$ cat src/rtl/if_id_pipe_ctrl_pkg.sv
// rtl/if_id_pipe_ctrl_pkg.sv - shared encodings for the IF/ID front-end pipeline control
package if_id_pipe_ctrl_pkg;

    // Next-PC source select
    localparam logic [1:0] PC_SRC_SEQ    = 2'b00;
    localparam logic [1:0] PC_SRC_BRANCH = 2'b01;
    localparam logic [1:0] PC_SRC_JUMP   = 2'b10;
    localparam logic [1:0] PC_SRC_HOLD   = 2'b11;

    // Front-end state as seen by debug
    typedef enum logic [1:0] {
        ST_RUN   = 2'b00,
        ST_STALL = 2'b01,
        ST_FLUSH = 2'b10
    } pipe_state_t;

    // sll $0,$0,0
    localparam logic [31:0] NOP_INSTR_DEFAULT = 32'h0000_0000;

    // Flush outranks stall; anything else is a normal run cycle
    function automatic pipe_state_t next_state(input logic if_flush, input logic pc_write);
        if (if_flush)
            return ST_FLUSH;
        else if (!pc_write)
            return ST_STALL;
        else
            return ST_RUN;
    endfunction

endpackage

$ cat src/rtl/if_id_pipe_ctrl_if.sv
// rtl/if_id_pipe_ctrl_if.sv - hazard requests, fetch/decode data and debug outputs of the front end
interface if_id_pipe_ctrl_if #(
    parameter int DATA_W = 32,
    parameter int CTRL_W = 10,
    parameter int CNT_W  = 16
);
    // Hazard-unit requests and fetch/decode inputs
    logic              pc_write;
    logic              if_id_write;
    logic              if_flush;
    logic              bubble_sel;
    logic [1:0]        pc_src;
    logic [DATA_W-1:0] branch_target;
    logic [DATA_W-1:0] jump_target;
    logic [DATA_W-1:0] imem_instr;
    logic [CTRL_W-1:0] id_ctrl_in;

    // Pipeline and debug outputs
    logic [DATA_W-1:0] pc;
    logic [DATA_W-1:0] if_id_instr;
    logic [DATA_W-1:0] if_id_pc4;
    logic              if_id_valid;
    logic [CTRL_W-1:0] id_ctrl_out;
    logic [1:0]        state;
    logic [CNT_W-1:0]  stall_cnt;
    logic [CNT_W-1:0]  flush_cnt;
    logic              stall_timeout;

    modport master (
        output pc_write, if_id_write, if_flush, bubble_sel, pc_src,
               branch_target, jump_target, imem_instr, id_ctrl_in,
        input  pc, if_id_instr, if_id_pc4, if_id_valid, id_ctrl_out,
               state, stall_cnt, flush_cnt, stall_timeout
    );

    modport slave (
        input  pc_write, if_id_write, if_flush, bubble_sel, pc_src,
               branch_target, jump_target, imem_instr, id_ctrl_in,
        output pc, if_id_instr, if_id_pc4, if_id_valid, id_ctrl_out,
               state, stall_cnt, flush_cnt, stall_timeout
    );

endinterface

$ cat src/rtl/if_id_pipe_ctrl_pc_next_sel.sv
// rtl/if_id_pipe_ctrl_pc_next_sel.sv - combinational next-PC mux over pc_src and pc_write
module if_id_pipe_ctrl_pc_next_sel
    import if_id_pipe_ctrl_pkg::*;
#(
    parameter int DATA_W = 32
) (
    input  logic [DATA_W-1:0] pc,
    input  logic              pc_write,
    input  logic [1:0]        pc_src,
    input  logic [DATA_W-1:0] branch_target,
    input  logic [DATA_W-1:0] jump_target,
    output logic [DATA_W-1:0] pc_plus4,
    output logic [DATA_W-1:0] pc_next
);

    // Sequential fetch address, wraps modulo 2^DATA_W
    assign pc_plus4 = pc + DATA_W'(4);

    // A stall freezes the PC regardless of pc_src; the reserved encoding also holds
    always_comb begin
        pc_next = pc;
        if (pc_write) begin
            case (pc_src)
                PC_SRC_SEQ:    pc_next = pc_plus4;
                PC_SRC_BRANCH: pc_next = branch_target;
                PC_SRC_JUMP:   pc_next = jump_target;
                default:       pc_next = pc;
            endcase
        end
    end

endmodule

$ cat src/rtl/if_id_pipe_ctrl.sv
// rtl/if_id_pipe_ctrl.sv - PC register, IF/ID register, ID/EX bubble mux, event counters and stall watchdog
module if_id_pipe_ctrl
    import if_id_pipe_ctrl_pkg::*;
#(
    parameter int                DATA_W    = 32,
    parameter int                CTRL_W    = 10,
    parameter logic [DATA_W-1:0] RESET_PC  = '0,
    parameter logic [DATA_W-1:0] NOP_INSTR = DATA_W'(NOP_INSTR_DEFAULT),
    parameter int                CNT_W     = 16,
    parameter int                MAX_STALL = 8
) (
    input  logic          clk,
    input  logic          rst_n,
    if_id_pipe_ctrl_if.slave bus
);

    // Run counter only needs to reach MAX_STALL; it parks there afterwards
    localparam int               RUN_W    = $clog2(MAX_STALL + 1);
    localparam logic [RUN_W-1:0] RUN_MAX  = RUN_W'(MAX_STALL);
    localparam logic [RUN_W-1:0] RUN_LAST = RUN_W'(MAX_STALL - 1);
    localparam logic [CNT_W-1:0] CNT_SAT  = {CNT_W{1'b1}};

    logic [DATA_W-1:0] pc_q;
    logic [DATA_W-1:0] pc_next;
    logic [DATA_W-1:0] pc_plus4;
    logic [DATA_W-1:0] instr_q;
    logic [DATA_W-1:0] pc4_q;
    logic              valid_q;
    pipe_state_t       state_q;
    logic [CNT_W-1:0]  stall_cnt_q;
    logic [CNT_W-1:0]  flush_cnt_q;
    logic [RUN_W-1:0]  run_q;
    logic              timeout_q;

    if_id_pipe_ctrl_pc_next_sel #(
        .DATA_W (DATA_W)
    ) u_pc_next_sel (
        .pc            (pc_q),
        .pc_write      (bus.pc_write),
        .pc_src        (bus.pc_src),
        .branch_target (bus.branch_target),
        .jump_target   (bus.jump_target),
        .pc_plus4      (pc_plus4),
        .pc_next       (pc_next)
    );

    // PC register; the hold case is folded into pc_next
    always_ff @(posedge clk or negedge rst_n) begin
        if (!rst_n)
            pc_q <= RESET_PC;
        else
            pc_q <= pc_next;
    end

    // IF/ID register: flush beats hold beats load
    always_ff @(posedge clk or negedge rst_n) begin
        if (!rst_n) begin
            instr_q <= NOP_INSTR;
            pc4_q   <= '0;
            valid_q <= 1'b0;
        end else if (bus.if_flush) begin
            instr_q <= NOP_INSTR;
            pc4_q   <= '0;
            valid_q <= 1'b0;
        end else if (bus.if_id_write) begin
            instr_q <= bus.imem_instr;
            pc4_q   <= pc_plus4;
            valid_q <= 1'b1;
        end
    end

    // Debug FSM: state reflects the request sampled on the previous edge
    always_ff @(posedge clk or negedge rst_n) begin
        if (!rst_n)
            state_q <= ST_RUN;
        else
            state_q <= next_state(bus.if_flush, bus.pc_write);
    end

    // Saturating stall/flush event counters; both may step in the same cycle
    always_ff @(posedge clk or negedge rst_n) begin
        if (!rst_n) begin
            stall_cnt_q <= '0;
            flush_cnt_q <= '0;
        end else begin
            if (!bus.pc_write && stall_cnt_q != CNT_SAT)
                stall_cnt_q <= stall_cnt_q + 1'b1;
            if (bus.if_flush && flush_cnt_q != CNT_SAT)
                flush_cnt_q <= flush_cnt_q + 1'b1;
        end
    end

    // Watchdog: timeout latches on the edge that completes MAX_STALL consecutive stalls
    always_ff @(posedge clk or negedge rst_n) begin
        if (!rst_n) begin
            run_q     <= '0;
            timeout_q <= 1'b0;
        end else if (bus.pc_write) begin
            run_q <= '0;
        end else begin
            if (run_q != RUN_MAX)
                run_q <= run_q + 1'b1;
            if (run_q == RUN_LAST)
                timeout_q <= 1'b1;
        end
    end

    assign bus.pc            = pc_q;
    assign bus.if_id_instr   = instr_q;
    assign bus.if_id_pc4     = pc4_q;
    assign bus.if_id_valid   = valid_q;
    assign bus.state         = state_q;
    assign bus.stall_cnt     = stall_cnt_q;
    assign bus.flush_cnt     = flush_cnt_q;
    assign bus.stall_timeout = timeout_q;

    // Control bubble into ID/EX is zero-latency
    assign bus.id_ctrl_out = bus.bubble_sel ? {CTRL_W{1'b0}} : bus.id_ctrl_in;

endmodule

$ cat src/flat_wrapper.sv
// flat-port wrapper written by rule: the top's interface ports become plain ports
module if_id_pipe_ctrl_flat import if_id_pipe_ctrl_pkg::*;
#(
    parameter int                DATA_W    = 32,
    parameter int                CTRL_W    = 10,
    parameter logic [DATA_W-1:0] RESET_PC  = '0,
    parameter logic [DATA_W-1:0] NOP_INSTR = DATA_W'(NOP_INSTR_DEFAULT),
    parameter int                CNT_W     = 16,
    parameter int                MAX_STALL = 8
)
  (clk, rst_n, bus_pc_write, bus_if_id_write, bus_if_flush, bus_bubble_sel, bus_pc_src, bus_branch_target, bus_jump_target, bus_imem_instr, bus_id_ctrl_in, bus_pc, bus_if_id_instr, bus_if_id_pc4, bus_if_id_valid, bus_id_ctrl_out, bus_state, bus_stall_cnt, bus_flush_cnt, bus_stall_timeout);
  if_id_pipe_ctrl_if #(.DATA_W(DATA_W), .CTRL_W(CTRL_W), .CNT_W(CNT_W)) bus_i ();
  input  logic clk;
  input  logic rst_n;
  input wire logic [$bits(bus_i.pc_write)-1:0] bus_pc_write;
  input wire logic [$bits(bus_i.if_id_write)-1:0] bus_if_id_write;
  input wire logic [$bits(bus_i.if_flush)-1:0] bus_if_flush;
  input wire logic [$bits(bus_i.bubble_sel)-1:0] bus_bubble_sel;
  input wire logic [$bits(bus_i.pc_src)-1:0] bus_pc_src;
  input wire logic [$bits(bus_i.branch_target)-1:0] bus_branch_target;
  input wire logic [$bits(bus_i.jump_target)-1:0] bus_jump_target;
  input wire logic [$bits(bus_i.imem_instr)-1:0] bus_imem_instr;
  input wire logic [$bits(bus_i.id_ctrl_in)-1:0] bus_id_ctrl_in;
  output wire logic [$bits(bus_i.pc)-1:0] bus_pc;
  output wire logic [$bits(bus_i.if_id_instr)-1:0] bus_if_id_instr;
  output wire logic [$bits(bus_i.if_id_pc4)-1:0] bus_if_id_pc4;
  output wire logic [$bits(bus_i.if_id_valid)-1:0] bus_if_id_valid;
  output wire logic [$bits(bus_i.id_ctrl_out)-1:0] bus_id_ctrl_out;
  output wire logic [$bits(bus_i.state)-1:0] bus_state;
  output wire logic [$bits(bus_i.stall_cnt)-1:0] bus_stall_cnt;
  output wire logic [$bits(bus_i.flush_cnt)-1:0] bus_flush_cnt;
  output wire logic [$bits(bus_i.stall_timeout)-1:0] bus_stall_timeout;
  assign bus_i.pc_write = bus_pc_write;
  assign bus_i.if_id_write = bus_if_id_write;
  assign bus_i.if_flush = bus_if_flush;
  assign bus_i.bubble_sel = bus_bubble_sel;
  assign bus_i.pc_src = bus_pc_src;
  assign bus_i.branch_target = bus_branch_target;
  assign bus_i.jump_target = bus_jump_target;
  assign bus_i.imem_instr = bus_imem_instr;
  assign bus_i.id_ctrl_in = bus_id_ctrl_in;
  assign bus_pc = bus_i.pc;
  assign bus_if_id_instr = bus_i.if_id_instr;
  assign bus_if_id_pc4 = bus_i.if_id_pc4;
  assign bus_if_id_valid = bus_i.if_id_valid;
  assign bus_id_ctrl_out = bus_i.id_ctrl_out;
  assign bus_state = bus_i.state;
  assign bus_stall_cnt = bus_i.stall_cnt;
  assign bus_flush_cnt = bus_i.flush_cnt;
  assign bus_stall_timeout = bus_i.stall_timeout;
  if_id_pipe_ctrl #(.DATA_W(DATA_W), .CTRL_W(CTRL_W), .RESET_PC(RESET_PC), .NOP_INSTR(NOP_INSTR), .CNT_W(CNT_W), .MAX_STALL(MAX_STALL)) u_core (.clk(clk), .rst_n(rst_n), .bus(bus_i));
endmodule
$ cat config.mk
export PLATFORM = sky130hd
export DESIGN_NAME = if_id_pipe_ctrl_flat
export DESIGN_NICKNAME = d
export VERILOG_FILES = /design/src/rtl/if_id_pipe_ctrl_pkg.sv /design/src/rtl/if_id_pipe_ctrl_if.sv /design/src/rtl/if_id_pipe_ctrl_pc_next_sel.sv /design/src/rtl/if_id_pipe_ctrl.sv /design/src/flat_wrapper.sv
export SDC_FILE = /design/constraint.sdc
export NUM_CORES = 1
export LEC_CHECK = 0
export CORE_UTILIZATION = 40
export CTS_BUF_LIST = sky130_fd_sc_hd__clkbuf_2 sky130_fd_sc_hd__clkbuf_4 sky130_fd_sc_hd__clkbuf_8
export DETAILED_ROUTE_END_ITERATION = 10
export PLACE_DENSITY = 0.83
export SYNTH_ARGS = -nofsm -noshare
export SYNTH_HDL_FRONTEND = slang
export SYNTH_SLANG_ARGS = --single-unit
$ cat constraint.sdc
create_clock -name clk -period 2.2 [get_ports clk]
set_input_delay 0.33 -clock clk [delete_from_list [all_inputs] [get_ports clk]]
set_output_delay 0.33 -clock clk [all_outputs]
set_load 0.02 [all_outputs]
Yosys cells after proc, flatten, opt, wreduce, memory -nomap -nowiden
Cells that the tools add are included.

Add/subtract/negate cells: 4. Multipliers: 0. Divide/modulo/power cells: 0. $lt $le $gt $ge: 0. Equal/unequal tests: 6. Shift operators: 0. Muxes and demuxes: 12. Bitwise operators: 1. Reduce and logical (&&, ||, !) cells: 9.

Operator list (count): 32-bit 2-to-1 mux (4); 32-bit one-hot mux with 3 select lines (1); 16-bit by 1-bit adder with 16-bit output, second input constant (2); 32-bit by 3-bit adder with 32-bit output, second input constant (1); 16-bit inequality test, second input constant (2); 10-bit 2-to-1 mux (1); 4-bit 2-to-1 mux (2); 4-bit by 1-bit adder with 4-bit output, second input constant (1); 4-bit by 3-bit == test with 1-bit output, second input constant (1); 4-bit inequality test, second input constant (1); 2-bit AND reduction (2); 2-bit nonzero test (2); 1-bit 2-to-1 mux (3); 3-bit nonzero test (1); 2-bit by 1-bit == test with 1-bit output, second input constant (1); 2-bit == test, second input constant (1); 1-bit logical AND (2); 2-bit logical NOT (1); 2-bit 2-to-1 mux (1); 1-bit logical NOT (1); 1-bit inverter (1).

Flip-flop bits (word level): 136. Latch bits: 0. Bits in writable memories: 0. Bits in read-only memories: 0. Output and inout port bits: 142. Memories: 0.

Longest topological paths before layout
Depth after elaboration: 3. Gate-level depth with buffers: 8. Mapped depth without buffers: 6.

Hierarchy
From an unflattened synthesis, not the netlist that was laid out.

Cell total of the unflattened synthesis: 792. Area total of the unflattened synthesis: 7543.5 um2.

Modules (own cells, without submodules): if_id_pipe_ctrl (instances 1, cells an instance 427, area an instance 5388.9 um2); if_id_pipe_ctrl_pc_next_sel (instances 1, cells an instance 365, area an instance 2154.6 um2).

Worst setup path after synthesis
Ideal clock, no wire load.

Path kind: flip-flop to flip-flop. From: register u_core.pc_q[9] (netlist: u_core.bus.pc[9]). To: register u_core.pc4_q[29] (netlist: u_core.bus.if_id_pc4[29]). Arrival time: 2.003 ns. Setup slack: 0.076 ns. Stages on the path, launching flop included: 6. Buffers on the path: 1. Path through: dfrtp_1 > buf_2 > nand4_2 > or4_4 > or3_1 > a2111oi_1.

Cells in the longest elaborated chain, start to end: 3.

RTL lines: start, declared (line if_id_pipe_ctrl.sv:23) `logic [DATA_W-1:0] pc_q;`; start signal, assigned (line if_id_pipe_ctrl.sv:52) `pc_q <= pc_next;`; 32-bit by 3-bit adder with 32-bit output (line if_id_pipe_ctrl_pc_next_sel.sv:17) `assign pc_plus4 = pc + DATA_W'(4);`; 32-bit 2-to-1 mux (line if_id_pipe_ctrl.sv:65) `end else if (bus.if_id_write) begin`; 32-bit 2-to-1 mux (line if_id_pipe_ctrl.sv:61) `end else if (bus.if_flush) begin`; end signal, assigned (line if_id_pipe_ctrl.sv:67) `pc4_q <= pc_plus4;`; end, declared (line if_id_pipe_ctrl.sv:27) `logic [DATA_W-1:0] pc4_q;`.

No other way between the ends. The select of a mux whose other input is x is not followed. A chain may end at the register's enable or synchronous reset.

Final worst setup path
From: register u_core.pc_q[3] (netlist: u_core.bus.pc[3]). To: register u_core.pc4_q[30] (netlist: u_core.bus.if_id_pc4[30]).

The elaborated chain is that of the path after synthesis.

==> qor.yml <==
timing:
  finalHoldViolations: 0
  clock.fmax_mhz: 480
  timing.final.crit_share_pct: 94.8
  drv_slew: 0
  rsz0062_at_grt: "no"
  worst_pin_slew_ps: 552
  fin_crit_ps: 2090
  final-setup-viol-count: 0
  max-slew-margin-rel_pct: 63.2
  clock_skew_ps: 10.6
  setup_tns_ps: 0
critical_path:
  cp.required_ps: 2560
  crit_type: "reg -> reg"
  crit_fanout: 17
  cp-start-kind: "flip-flop"
  crit_path_end_kind: "flip-flop"
  arrival_ps: 2440
logic_synthesis:
  synth.top_cell.area_share_pct: 46.7
  synth-seq-cells: 136
  async_flop_share_pct: 100
  yosys_warnings: 0
  syn_area_per_cell_um2: 9.62
  syn_inst: 757
  synth_top_area_cell: "dfrtp_1"
  ys_types: 52
  ys_seq_area_share_pct: 46.7
  ys.flop_type: "dfrtp_1"
  synth.net_count: 879
  syn_area_mm2: 0.00728
  synthTopCellsByArea: "dfrtp_1 (47%), mux2i_1 (5.1%), nor2_1 (4.3%)"
  synth-edff-count: 0
finish:
  utilization_pct: 61.4
  layout-drive-gt1-share_pct: 10.3
  areaGrowthSynthToFinish_pct: 47.9
  finalNetCount: 1146
  finalInstanceArea_mm2: 0.0108
  diodes: 0
pwr:
  clockPowerShare_pct: 24.2
  comb_power_share_pct: 35.2
  swShare_pct: 37.5
  internal_power_mw: 5.06
  ir_worst_vdd_uv: 647
  cellLeakagePower_nw: 4.37
  p_seq_share_pct: 40.6
  power.density_mw_per_mm2: 752
  p_switching_mw: 3.04
global_route:
  grt.met3_usage_pct: 5.89
  grtUsageMet2_pct: 38.7
  grt_pass1_vias: 6753
  grtUsageTotal_pct: 25.1
  grt_pass1_wl_um: 36200
  grt_max_degree: 56
  grt.busiest_layer: "met2"
  antenna_found_initial: 0
  grtUsageMet1_pct: 34.1
  overflow: 0
floorplanning:
  core_mm2: 0.0175
  fp.dieW_um: 137
  dieArea_mm2: 0.0187
  ios: 256
  fp.dieH_um: 137
  initial_core_util_pct: 41.5
  rows: 48
routing:
  routed_wirelength_um: 23300
  drtIter0Drc: 633
  drc: 0
  firstDrtPassIters: 5
  ant_nets: 0
  vias: 7303
  via_per_inst: 5.79
  drt-wirelength-per-cell_um: 18.4
placement:
  globalplace.congestion: 0.903
  io_buffers: 255
  placed_area_mm2: 0.0104
  dp_hpwl_um: 17500
clock_network:
  clock_latency_ps: 460
  cts_sinks: 136
  cts_tree: "done"
  clkSlewWorstSetupHoldPaths_ps: 90
  numCtsBuffers: 17
  clockBufferDepth: 2
  cts_max_level: 4
  cts_root_buf: "clkbuf_8"
worst_hold_path:
  holdCritPathClass: "in -> reg"
flow_run:
  cap_violations: 0
status:
  status: "finished, final reports clean"
sequential cells by signal (all words and copies together), names as in the netlist, 2 cells and up:
| register | count |
|---|---|
| u_core.bus.state | 2 |
| u_core.bus.if_id_instr | 32 |
| u_core.bus.pc | 32 |
| u_core.bus.stall_cnt | 16 |
| u_core.bus.flush_cnt | 16 |
| u_core.run_q | 4 |
| u_core.bus.if_id_pc4 | 32 |
final cells by class:
class	count	area, µm²
clock buffers	17	234
clock inverters	15	135
fillers	1490	6770
inverters	14	52.6
multi-input cells	542	3580
flip-flops and latches	136	3410
well taps	225	282
repair buffers	313	3080
through the flow:
stage / total power [mW] / std cells / hold slack, ps / worst slack (ps)
global route: 8.52 / 1262 / 318 / 7.68
global placement: 6.08 / 1229 / 331 / 93.1
floorplan: 4.65 / 757 / 34.4 / 75.8
finish: 8.10 / 1262 / 315 / 115
detailed placement: 6.16 / 1229 / 333 / 12.6
CTS: 8.14 / 1262 / 288 / 35.2
layer usage:
metal,wire (µm),vias to the layer above
met2,10800,413
met3,2250,45
met5,0,-
met4,530,0
li1,-,3377
met1,9700,3468
critical path, cell delays in order, from the launching register on:
cell and delay [ps]:
dfrtp_1 470, ha_2 300, and4_1 220, nand3_1 100, buf_4 210, or4_1 410, a311oi_1 270
worst paths after layout:
path | startpoint | endpoint | slack [ps] | depth (start not counted)
max in group asynchronous | rst_n | u_core.bus.pc[25] | 1170 | 3
max reg2reg | u_core.bus.pc[3] | u_core.bus.if_id_pc4[30] | 110 | 6
max | u_core.bus.pc[3] | u_core.bus.if_id_pc4[30] | 110 | 6
min | bus_if_id_write | u_core.bus.if_id_pc4[18] | 310 | 3
min reg2reg | u_core.bus.stall_timeout | u_core.bus.stall_timeout | 500 | 1
min in group asynchronous | rst_n | u_core.bus.if_id_instr[11] | 390 | 2
repair_timing:
item                       4_1_cts  5_1_grt
buffers inserted                 0        0
gates resized for setup          0        5
setup endpoints to repair        0       10
hold buffers                     1        0
hold endpoints to repair        51        0
cell usage after synthesis, drive strengths merged, types with 2 or more instances:
master	n
and3	8
nor3	21
a311oi	21
a211oi	16
and2	6
nand2	50
o31ai	11
o21a	5
and4	11
a221oi	28
o311a	5
or3	2
xnor2	23
a41oi	6
or4	15
nor4	16
a22oi	3
dfrtp	136
nand4	24
nor2b	12
inv	14
o21ai	19
ha	8
a2111oi	2
o211ai	2
clkbuf	45
nand2b	4
nand3	29
o22a	12
a31oi	8
nor2	84
a21oi	24
mux2	5
buf	20
mux2i	37
xor2	15
cells in the final DEF (no fill, tap or decap), types with 4 or more instances in the layout:
cell type / netlist / layout
clkdlybuf4s50_1: 0 / 252
dfrtp_1: 136 / 133
nor2_1: 84 / 84
nand2_1: 50 / 50
buf_4: 2 / 50
mux2i_1: 37 / 37
nand3_1: 29 / 29
a221oi_1: 28 / 28
a21oi_1: 24 / 24
nand4_1: 23 / 23
xnor2_1: 23 / 23
a311oi_1: 21 / 21
nor3_1: 21 / 21
o21ai_0: 18 / 18
clkbuf_8: 0 / 17
nor4_1: 16 / 16
a211oi_1: 16 / 16
xor2_1: 15 / 15
inv_1: 14 / 14
or4_1: 14 / 14
o22a_1: 12 / 12
nor2b_1: 12 / 11
o31ai_1: 11 / 11
and4_1: 11 / 10
and3_1: 8 / 8
a31oi_1: 8 / 8
buf_12: 0 / 8
a41oi_1: 6 / 6
and2_1: 6 / 6
ha_1: 8 / 6
mux2_2: 5 / 5
o311a_1: 5 / 5
o21a_1: 5 / 5
nand2b_1: 4 / 4
inv_6: 0 / 4
clkinv_4: 0 / 4
inv_8: 0 / 4
kinds of logic after synthesis:
logic type / Yosys count / share of synthesized area, %
AND/OR/NAND/NOR: 288 / 20.2
adder cells (fa/ha/maj): 8 / 1.37
AO/OA/AOI/OAI: 166 / 16.9
flip-flops: 136 / 46.7
buffers and inverters: 79 / 4.26
XOR/XNOR: 38 / 4.57
multiplexers: 42 / 5.86
power groups by stage:
| stage | sequential, mW | clock (mW) | combinational (mW) |
|---|---|---|---|
| after detailed placement | 3.32 | 0 | 2.84 |
| final | 3.29 | 1.96 | 2.85 |
| after global routing | 3.34 | 2.13 | 3.05 |
| after global placement | 3.30 | 0 | 2.78 |
| after CTS | 3.27 | 2.02 | 2.85 |
| after floorplan | 3.66 | 0 | 0.993 |
Note: power is estimated with default switching activity, not from simulation.
